File: src/rtl/hilo_muldiv_seq_if.sv
// rtl/hilo_muldiv_seq_if.sv - request/result bundle between execute stage and the HI/LO unit

interface hilo_muldiv_seq_if #(
    parameter int WIDTH = 32
);
    logic             start;
    logic [2:0]       op;
    logic [WIDTH-1:0] x;
    logic [WIDTH-1:0] y;
    logic             flush;
    logic             busy;
    logic             done;
    logic             div_by_zero;
    logic [WIDTH-1:0] hi;
    logic [WIDTH-1:0] lo;

    // Execute stage / hazard unit side
    modport master (
        output start, op, x, y, flush,
        input  busy, done, div_by_zero, hi, lo
    );

    // HI/LO unit side
    modport slave (
        input  start, op, x, y, flush,
        output busy, done, div_by_zero, hi, lo
    );
endinterface

File: src/rtl/hilo_muldiv_seq.sv
// rtl/hilo_muldiv_seq.sv - sequential HI/LO unit: registered multiply, restoring divide, MTHI/MTLO

module hilo_muldiv_seq #(
    parameter int WIDTH = 32
) (
    input  logic               clk,
    input  logic               rst,
    hilo_muldiv_seq_if.slave   bus
);

    localparam int CW = $clog2(WIDTH);

    localparam logic [2:0] OP_MULT  = 3'b001;
    localparam logic [2:0] OP_MULTU = 3'b010;
    localparam logic [2:0] OP_DIV   = 3'b011;
    localparam logic [2:0] OP_DIVU  = 3'b100;
    localparam logic [2:0] OP_MTHI  = 3'b101;
    localparam logic [2:0] OP_MTLO  = 3'b110;

    typedef enum logic [1:0] {
        S_IDLE = 2'd0,
        S_MUL  = 2'd1,
        S_DIV  = 2'd2,
        S_FIX  = 2'd3
    } state_t;

    state_t state_q, state_d;

    logic done_q, done_d;
    logic dbz_q, dbz_d;
    logic busy;

    logic [WIDTH-1:0] hi_q, hi_d;
    logic [WIDTH-1:0] lo_q, lo_d;

    logic [WIDTH-1:0] mul_a_q, mul_b_q;
    logic             mul_signed_q;

    logic [WIDTH-1:0] quo_q;
    logic [WIDTH:0]   rem_q;
    logic [WIDTH:0]   dvs_q;
    logic [CW-1:0]    cnt_q;
    logic             neg_quo_q;
    logic             neg_rem_q;

    // Request decode; a start is only honoured when idle and not squashed
    logic accept, op_mul, op_div, y_zero;
    assign accept = bus.start && !bus.flush && (state_q == S_IDLE);
    assign op_mul = (bus.op == OP_MULT) || (bus.op == OP_MULTU);
    assign op_div = (bus.op == OP_DIV)  || (bus.op == OP_DIVU);
    assign y_zero = (bus.y == '0);

    // Magnitudes carry one extra bit so that |most-negative| is representable
    logic             x_neg, y_neg;
    logic [WIDTH:0]   x_ext, y_ext, x_mag, y_mag;
    assign x_neg = (bus.op == OP_DIV) && bus.x[WIDTH-1];
    assign y_neg = (bus.op == OP_DIV) && bus.y[WIDTH-1];
    assign x_ext = {x_neg, bus.x};
    assign y_ext = {y_neg, bus.y};
    assign x_mag = x_neg ? -x_ext : x_ext;
    assign y_mag = y_neg ? -y_ext : y_ext;

    // Full-width product: extend both operands to 2*WIDTH, keep the low half
    logic [2*WIDTH-1:0] mul_a_ext, mul_b_ext, product;
    assign mul_a_ext = {{WIDTH{mul_signed_q & mul_a_q[WIDTH-1]}}, mul_a_q};
    assign mul_b_ext = {{WIDTH{mul_signed_q & mul_b_q[WIDTH-1]}}, mul_b_q};
    assign product   = mul_a_ext * mul_b_ext;

    // One restoring step: shift in the next dividend bit, subtract if it fits
    logic [WIDTH+1:0] rem_shift, rem_diff;
    logic [WIDTH:0]   rem_n;
    logic [WIDTH-1:0] quo_n;
    assign rem_shift = {rem_q, quo_q[WIDTH-1]};
    assign rem_diff  = rem_shift - {1'b0, dvs_q};
    assign rem_n     = rem_diff[WIDTH+1] ? rem_shift[WIDTH:0] : rem_diff[WIDTH:0];
    assign quo_n     = {quo_q[WIDTH-2:0], ~rem_diff[WIDTH+1]};

    // Sign correction applied in the final cycle of a divide
    logic [WIDTH-1:0] quo_fix, rem_fix;
    assign quo_fix = neg_quo_q ? -quo_q : quo_q;
    assign rem_fix = neg_rem_q ? -rem_q[WIDTH-1:0] : rem_q[WIDTH-1:0];

    // State register plus the registered done/div_by_zero pulses
    always_ff @(posedge clk or posedge rst) begin
        if (rst) begin
            state_q <= S_IDLE;
            done_q  <= 1'b0;
            dbz_q   <= 1'b0;
        end else begin
            state_q <= state_d;
            done_q  <= done_d;
            dbz_q   <= dbz_d;
        end
    end

    // Next-state logic; flush returns to idle from anywhere
    always_comb begin
        state_d = state_q;
        if (bus.flush) begin
            state_d = S_IDLE;
        end else begin
            case (state_q)
                S_IDLE: begin
                    if (accept && op_mul) begin
                        state_d = S_MUL;
                    end else if (accept && op_div && !y_zero) begin
                        state_d = S_DIV;
                    end
                end
                S_MUL:   state_d = S_IDLE;
                S_DIV:   state_d = (cnt_q == '0) ? S_FIX : S_DIV;
                S_FIX:   state_d = S_IDLE;
                default: state_d = S_IDLE;
            endcase
        end
    end

    // Outputs: busy from state, done pulse on the edge that writes hi/lo
    always_comb begin
        busy   = (state_q != S_IDLE);
        done_d = 1'b0;
        dbz_d  = 1'b0;
        if (!bus.flush) begin
            case (state_q)
                S_IDLE: begin
                    if (accept && op_div && y_zero) begin
                        done_d = 1'b1;
                        dbz_d  = 1'b1;
                    end
                end
                S_MUL, S_FIX: done_d = 1'b1;
                default:      done_d = 1'b0;
            endcase
        end
    end

    // HI/LO write selection; a squashed op never touches the architectural pair
    always_comb begin
        hi_d = hi_q;
        lo_d = lo_q;
        if (!bus.flush) begin
            case (state_q)
                S_IDLE: begin
                    if (accept && (bus.op == OP_MTHI)) hi_d = bus.x;
                    if (accept && (bus.op == OP_MTLO)) lo_d = bus.x;
                end
                S_MUL: {hi_d, lo_d} = product;
                S_FIX: begin
                    hi_d = rem_fix;
                    lo_d = quo_fix;
                end
                default: begin
                    hi_d = hi_q;
                    lo_d = lo_q;
                end
            endcase
        end
    end

    // Architectural HI/LO registers
    always_ff @(posedge clk or posedge rst) begin
        if (rst) begin
            hi_q <= '0;
            lo_q <= '0;
        end else begin
            hi_q <= hi_d;
            lo_q <= lo_d;
        end
    end

    // Operand capture and divider iteration
    always_ff @(posedge clk or posedge rst) begin
        if (rst) begin
            mul_a_q      <= '0;
            mul_b_q      <= '0;
            mul_signed_q <= 1'b0;
            quo_q        <= '0;
            rem_q        <= '0;
            dvs_q        <= '0;
            cnt_q        <= '0;
            neg_quo_q    <= 1'b0;
            neg_rem_q    <= 1'b0;
        end else begin
            if (accept && op_mul) begin
                mul_a_q      <= bus.x;
                mul_b_q      <= bus.y;
                mul_signed_q <= (bus.op == OP_MULT);
            end
            if (accept && op_div && !y_zero) begin
                // The dividend magnitude's top bit is always clear, so seeding
                // the partial remainder with it is the same as clearing it.
                quo_q     <= x_mag[WIDTH-1:0];
                rem_q     <= {x_mag[WIDTH], {WIDTH{1'b0}}};
                dvs_q     <= y_mag;
                cnt_q     <= CW'(WIDTH - 1);
                neg_quo_q <= x_neg ^ y_neg;
                neg_rem_q <= x_neg;
            end else if (state_q == S_DIV) begin
                quo_q <= quo_n;
                rem_q <= rem_n;
                if (cnt_q != '0) begin
                    cnt_q <= cnt_q - 1'b1;
                end
            end
        end
    end

    assign bus.busy        = busy;
    assign bus.done        = done_q;
    assign bus.div_by_zero = dbz_q;
    assign bus.hi          = hi_q;
    assign bus.lo          = lo_q;

endmodule

File: src/flat_wrapper.sv
// flat-port wrapper written by rule: the top's interface ports become plain ports
module hilo_muldiv_seq_flat 
#(
    parameter int WIDTH = 32
)
  (clk, rst, bus_start, bus_op, bus_x, bus_y, bus_flush, bus_busy, bus_done, bus_div_by_zero, bus_hi, bus_lo);
  hilo_muldiv_seq_if #(.WIDTH(WIDTH)) bus_i ();
  input  logic clk;
  input  logic rst;
  input wire logic [$bits(bus_i.start)-1:0] bus_start;
  input wire logic [$bits(bus_i.op)-1:0] bus_op;
  input wire logic [$bits(bus_i.x)-1:0] bus_x;
  input wire logic [$bits(bus_i.y)-1:0] bus_y;
  input wire logic [$bits(bus_i.flush)-1:0] bus_flush;
  output wire logic [$bits(bus_i.busy)-1:0] bus_busy;
  output wire logic [$bits(bus_i.done)-1:0] bus_done;
  output wire logic [$bits(bus_i.div_by_zero)-1:0] bus_div_by_zero;
  output wire logic [$bits(bus_i.hi)-1:0] bus_hi;
  output wire logic [$bits(bus_i.lo)-1:0] bus_lo;
  assign bus_i.start = bus_start;
  assign bus_i.op = bus_op;
  assign bus_i.x = bus_x;
  assign bus_i.y = bus_y;
  assign bus_i.flush = bus_flush;
  assign bus_busy = bus_i.busy;
  assign bus_done = bus_i.done;
  assign bus_div_by_zero = bus_i.div_by_zero;
  assign bus_hi = bus_i.hi;
  assign bus_lo = bus_i.lo;
  hilo_muldiv_seq #(.WIDTH(WIDTH)) u_core (.clk(clk), .rst(rst), .bus(bus_i));
endmodule
File: config.mk
export PLATFORM = sky130hd
export DESIGN_NAME = hilo_muldiv_seq_flat
export DESIGN_NICKNAME = d
export VERILOG_FILES = /design/src/rtl/hilo_muldiv_seq_if.sv /design/src/rtl/hilo_muldiv_seq.sv /design/src/flat_wrapper.sv
export SDC_FILE = /design/constraint.sdc
export NUM_CORES = 2
export LEC_CHECK = 0
export ABC_AREA = 1
export BUFFER_PORTS_ARGS = -buffer_cell sky130_fd_sc_hd__buf_2
export CAP_MARGIN = 20
export CELL_PAD_IN_SITES_DETAIL_PLACEMENT = 2
export CELL_PAD_IN_SITES_GLOBAL_PLACEMENT = 2
export CORE_MARGIN = 2
export CORE_UTILIZATION = 40
export CTS_BUF_LIST = sky130_fd_sc_hd__clkbuf_16
export DETAILED_ROUTE_END_ITERATION = 16
export GPL_ROUTABILITY_DRIVEN = 0
export GPL_TIMING_DRIVEN = 0
export PLACE_DENSITY = 0.88
export SETUP_SLACK_MARGIN = 0.4
export SLEW_MARGIN = 40
export SYNTH_ARGS = -nofsm -noshare
export SYNTH_HDL_FRONTEND = slang
export SYNTH_SLANG_ARGS = --single-unit
export TNS_END_PERCENT = 100
File: constraint.sdc
create_clock -name clk -period 10 [get_ports clk]
set_input_delay 0 -clock clk [delete_from_list [all_inputs] [get_ports clk]]
set_output_delay 0 -clock clk [all_outputs]
set_load 0.02 [all_outputs]
==> results of run 1 <==
-- repair_timing --
action                     in CTS
setup buffers                   2
hold endpoints to repair      287
resized for setup              13
hold buffers                   70
setup endpoints to repair      15
-- through the flow --
stage | std cells | setup WS, ns | area (um2) | util, %
floorplan | 7471 | 2.71 | 56300 | -
global placement | 9483 | 0.202 | 59300 | 42.5
detailed placement | 9488 | 0.0649 | 59500 | 42.7
CTS | 9616 | 0.408 | 61200 | 43.9
-- routing by layer --
metal	GRT overflow	GRT usage, %
met3	3	53.9
met5	0	37.0
met4	6	67.9
met2	7	84.3
met1	0	66.3
-- cell families after synthesis --
logic type                 Yosys count
adders and majority gates         1376
AOI/OAI and AO/OA                  612
DFF                                238
xor gates and xnor gates            87
buffers and inverters             2269
and+or+nand+nor                   2889
-- Yosys cell counts, drive strengths merged, types with 11 or more instances --
master / instances / share of area, %
nand2: 1948 / 13
a21oi: 222 / 2.0
nand4: 59 / 0.66
nand3: 305 / 2.7
o211ai: 18 / 0.24
or2: 15 / 0.17
nor3: 65 / 0.73
clkbuf: 300 / 2.0
dfrtp: 238 / 11
xnor2: 23 / 0.36
nand3b: 18 / 0.24
a21o: 11 / 0.15
ha: 250 / 5.6
inv: 1914 / 13
xor2: 64 / 1.0
fa: 1126 / 40
o21bai: 17 / 0.23
o21ai: 260 / 2.3
o221ai: 29 / 0.45
buf: 53 / 0.58
nor2: 466 / 3.2
==> metrics.md, run 1 <==
| Metric | Value |
|---|---|
| Overflow left after global routing | 16 |
| Synth Instances | 7471 |
| Tool Error | [ERROR GRT-0116] Global routing finished with congestion. Check the congestion regions in the DRC Viewer. |
| Total Routing Usage GR | 68.1% |
| Post-Synth XOR/XNOR Area | 1.35% |
| Largest family of logic cells by synthesized area | adder cells |
| # IOs | 138 |
| Vias in the first global route | 79500 |
| Avg Cell Area, Syn | 7.53 um2 |
| Clk root buf | clkbuf_16 |
| Count of cell types in the netlist | 57 |
| Global-route wire length before repair | 672 mm |
| Mux share of post-synthesis cell area | 0% |
| Net Count, Synth | 8918 |
| Fail Step | global routing |
| IO buf count | 136 |
| Largest net degree at the start of global routing | 68 |
| Compound-cell area share of the yosys netlist | a little over 6% |
| Post-DP HPWL | 288 mm |
| Die Y | roughly 380 um |
| Outcome | did not finish |
| EDFF count, synth | 0 |
| Initial Util | 40.3% |
| Synth Area in Simple Gates | 20.9% |
| Clock Path Buffers | 3 |
| Post-synthesis cell area | 56300 um2 |
| Sequential area share after synthesis | 10.6% |
| CTS sink count | 238 |
| Adder-Cell Fraction of Synth Area | 45.6% |
| Htree depth | 1 |
| #FFs+latches synth | 238 |
| FP Rows | about 140 |
| Yosys warning total | 0 |
| Prevailing post-synth register cell | dfrtp_1 |
| CTS buffer count | 30 |
| Ys async rst share | between 90% and 100% |
| Die width | 379 um |
==> run 2: changes to the inputs <==
--- a/config.mk
+++ b/config.mk
@@ -8,16 +8,12 @@
 export ABC_AREA = 1
 export BUFFER_PORTS_ARGS = -buffer_cell sky130_fd_sc_hd__buf_2
 export CAP_MARGIN = 20
-export CELL_PAD_IN_SITES_DETAIL_PLACEMENT = 2
-export CELL_PAD_IN_SITES_GLOBAL_PLACEMENT = 2
 export CORE_MARGIN = 2
 export CORE_UTILIZATION = 40
-export CTS_BUF_LIST = sky130_fd_sc_hd__clkbuf_16
 export DETAILED_ROUTE_END_ITERATION = 16
 export GPL_ROUTABILITY_DRIVEN = 0
 export GPL_TIMING_DRIVEN = 0
-export PLACE_DENSITY = 0.88
-export SETUP_SLACK_MARGIN = 0.4
+export PLACE_DENSITY_LB_ADDON = 0.15
 export SLEW_MARGIN = 40
 export SYNTH_ARGS = -nofsm -noshare
 export SYNTH_HDL_FRONTEND = slang
==> metrics.md, run 2 <==
| Metric | Value |
|---|---|
| Final Hold Fails | 0 |
| #FFs+latches synth | 238 (unchanged) |
| Worst path arrival time | 10.31 ns |
| Max-cap violations | 0 |
| Data required, critical path | 10.48 ns |
| Period Utilization, post-route | between 90% and 100% |
| Initial Util | 40.3% (unchanged) |
| Die width | 379 um (unchanged) |
| Slowest CP cell | fa_2 |
| Worst path max stage delay | 0.84 ns |
| Avg Cell Area, Syn | 7.53 um2 (unchanged) |
| Layout Skew | 0.0148 ns |
| Yosys top cell by area | fa_1 |
| Overflow left after global routing | 0 |
| Synth Instances | 7471 (unchanged) |
| Post-DP HPWL | 206 mm (-28%) |
| Total Routing Usage GR | 34.6% |
| Crit path launch | u_core.mul_a_q[31]$_DFFE_PP0P_ |
| Residual DRC | 0 |
| Setup CP Type | flip-flop to flip-flop |
| Most frequent cells in the layout | nand2_1 (1935), inv_1 (1901), fa_1 (1124), nor2_1 (454), nand3_1 (303) |
| Largest registers | u_core.dvs_q x33, u_core.rem_q x33 |
| CTS buffer count | 26 (-13%) |
| DRT Pass-1 Iters | 9 |
| Vias/cell | 5.34 |
| RSZ-0062 raised after global routing | no |
| Yosys warning total | 0 (unchanged) |
| Most numerous cell in the Yosys netlist | nand2_1 |
| Area of placed instances | 59500 um2 (about the same) |
| Count of cell types in the netlist | 57 (unchanged) |
| Clock Path Buffers | 3 (unchanged) |
| Post-synthesis cell area | 56300 um2 (unchanged) |
| CTS sink count | 238 (unchanged) |
| Crit. End Element | flip-flop |
| WHS | roughly 0.038 ns |
| Initial DRC count | 5741 |
| Pre-CTS setup slack | -0.0324 ns (-0.0973 ns) |
| IO buf count | 136 (unchanged) |
| Max-slew violations | 0 |
| Synth-to-layout area growth | 9.00% |
| Final core utilization | 43.9% |
| Initial antenna violation count | 9 |
| Routed Wire Length | 245 mm |
| GR Layer Usage met2 | between 50% and 60% |
| FP Rows | 137 (unchanged) |
| Largest net degree at the start of global routing | 71 |
| M1 GR Usage | 43.2% |
| Leading cell types by count after synthesis | nand2_1 (1935), inv_1 (1904), fa_1 (1126) |
| Net Count, Synth | 8918 (unchanged) |
| Reg clk slew, reported paths | about 0.080 ns |
| Hold depth | 7 |
| RR Endpoint | u_core.bus.hi[31]$_DFFE_PP0P_ |
| Area contributors post-synth | fa_1 (40%), nand2_1 (13%), inv_1 (13%), dfrtp_1 (11%), ha_1 (5.6%) |
| Critical Path Fanout Max | 10 |
| # IOs | 138 (unchanged) |
| CTS tree | built |
| Slew @ Worst Pin | 1.05 ns |
| Post-layout min period | 9.83 ns |
| Worst-Skew Late Latency | about 0.60 ns |
| Outcome | complete, no violations |
| HP Class | input pin to flip-flop |
| CP startpoint kind | flip-flop |
| Clk root buf | clkbuf_16 |
| Ys async rst share | 100% (unchanged) |
| R2R cell count | 31 |
| Full die area | approximately 140000 um2 |
| Nets@finish | around 9200 |
| Die Y | 379 um (unchanged) |
| Core Region | 140000 um2 |
| Commonest non-fill, non-tap cell in the layout | nand2_1 |
| Post-route design area | between 60000 and 70000 um2 |
| RR Startpoint | u_core.mul_a_q[31]$_DFFE_PP0P_ |
| R2r setup slk | 0.17 ns |
| Prevailing post-synth register cell | dfrtp_1 |
| DR vias | 51400 |
| Final antenna-violating net count | 0 |
| GRT Max-Usage Layer | met2 |
| GR Util met3 | 7.93% |
| EDFF count, synth | 0 (unchanged) |
| Htree depth | 1 (unchanged) |
| Setup ws final | 0.171 ns |
| Global-route wire length before repair | ~360 mm |
| Routed len/inst | ~25 um |
| CP endpoint | u_core.bus.hi[31]$_DFFE_PP0P_ |
| Sequential area share after synthesis | 10.6% (unchanged) |
| Share of layout cells above drive strength 1 | 5.27% |
| Highest Clock Rate | between 100 and 150 MHz |
| Post-synth top area share | 40.1% (unchanged) |
| Rel. slew slack | 30.2% |
| Setup Viol. Count Final | 0 |
| Vias in the first global route | about 53000 |
-- run 2: cell counts after synthesis --
No cell type changed its count.
-- run 2: final cells by class --
cell class,instances,area [um2]
diodes,3,7.51
plain buffers,353,1570
clock buffers,32,724
clock inverters,16,219
fillers,14500,78200
inverters,1916,7210
multi-input cells,4964,41700
flip-flops and latches,238,5960
well taps,1876,2350
repair buffers,224,1630
-- run 2: timing repair --
item                                   CTS  global route
buffers inserted                         0             6
setup endpoints to repair                2            14
hold buffers                            75             0
resized for setup                        1             5
endpoints found under the hold margin  247             0
gates cloned                             0             0
-- run 2: worst min path at each step --
stage	endpoint	from	slack, ns
detailed placement	u_core.mul_b_q[23]$_DFFE_PP0P_	rst	0.02
finish	u_core.bus.done$_DFF_PP0_	bus_start	0.04
global placement	u_core.mul_b_q[19]$_DFFE_PP0P_	bus_y[19]	0.31
global route	u_core.bus.done$_DFF_PP0_	bus_start	0.07
floorplan	u_core.state_q[0]$_DFFE_PP0P_	bus_flush	0.06
CTS	u_core.bus.done$_DFF_PP0_	bus_start	0.02
-- run 2: kinds of logic after synthesis --
family / after synthesis / synth area share (%)
xor+xnor: 87 / 1.35
simple gates: 2889 / 20.9
flops: 238 / 10.6
buf+inv: 2269 / 15.4
fa+ha+maj: 1376 / 45.6
compound gates: 612 / 6.15
-- run 2: per-layer routing --
metal	wire (um)	vias up	share of wire, %
met1	92100	25300	38
met5	61	-	0.025
met2	107000	2933	44
li1	-	22400	-
met4	20500	10	8.4
met3	25400	742	10
-- run 2: stage by stage --
step	instances	setup TNS, ns
2_1_floorplan	7471	0
3_3_place_gp	9483	-8.03
3_5_place_dp	9488	-0.0324
4_1_cts	9611	0
5_1_grt	9619	0
6_report	9622	0
-- run 2: critical path, delay by kind of cell, from the launching register on --
kind          cells  cell delay [ns]
simple gates     12             2.26
buf+inv          10             1.93
fa+ha+maj         9             5.11
flops             1             0.33
Power of run 2 is not shown: default switching activity piles up to over one toggle a cycle in this logic, so the estimate is an artifact.
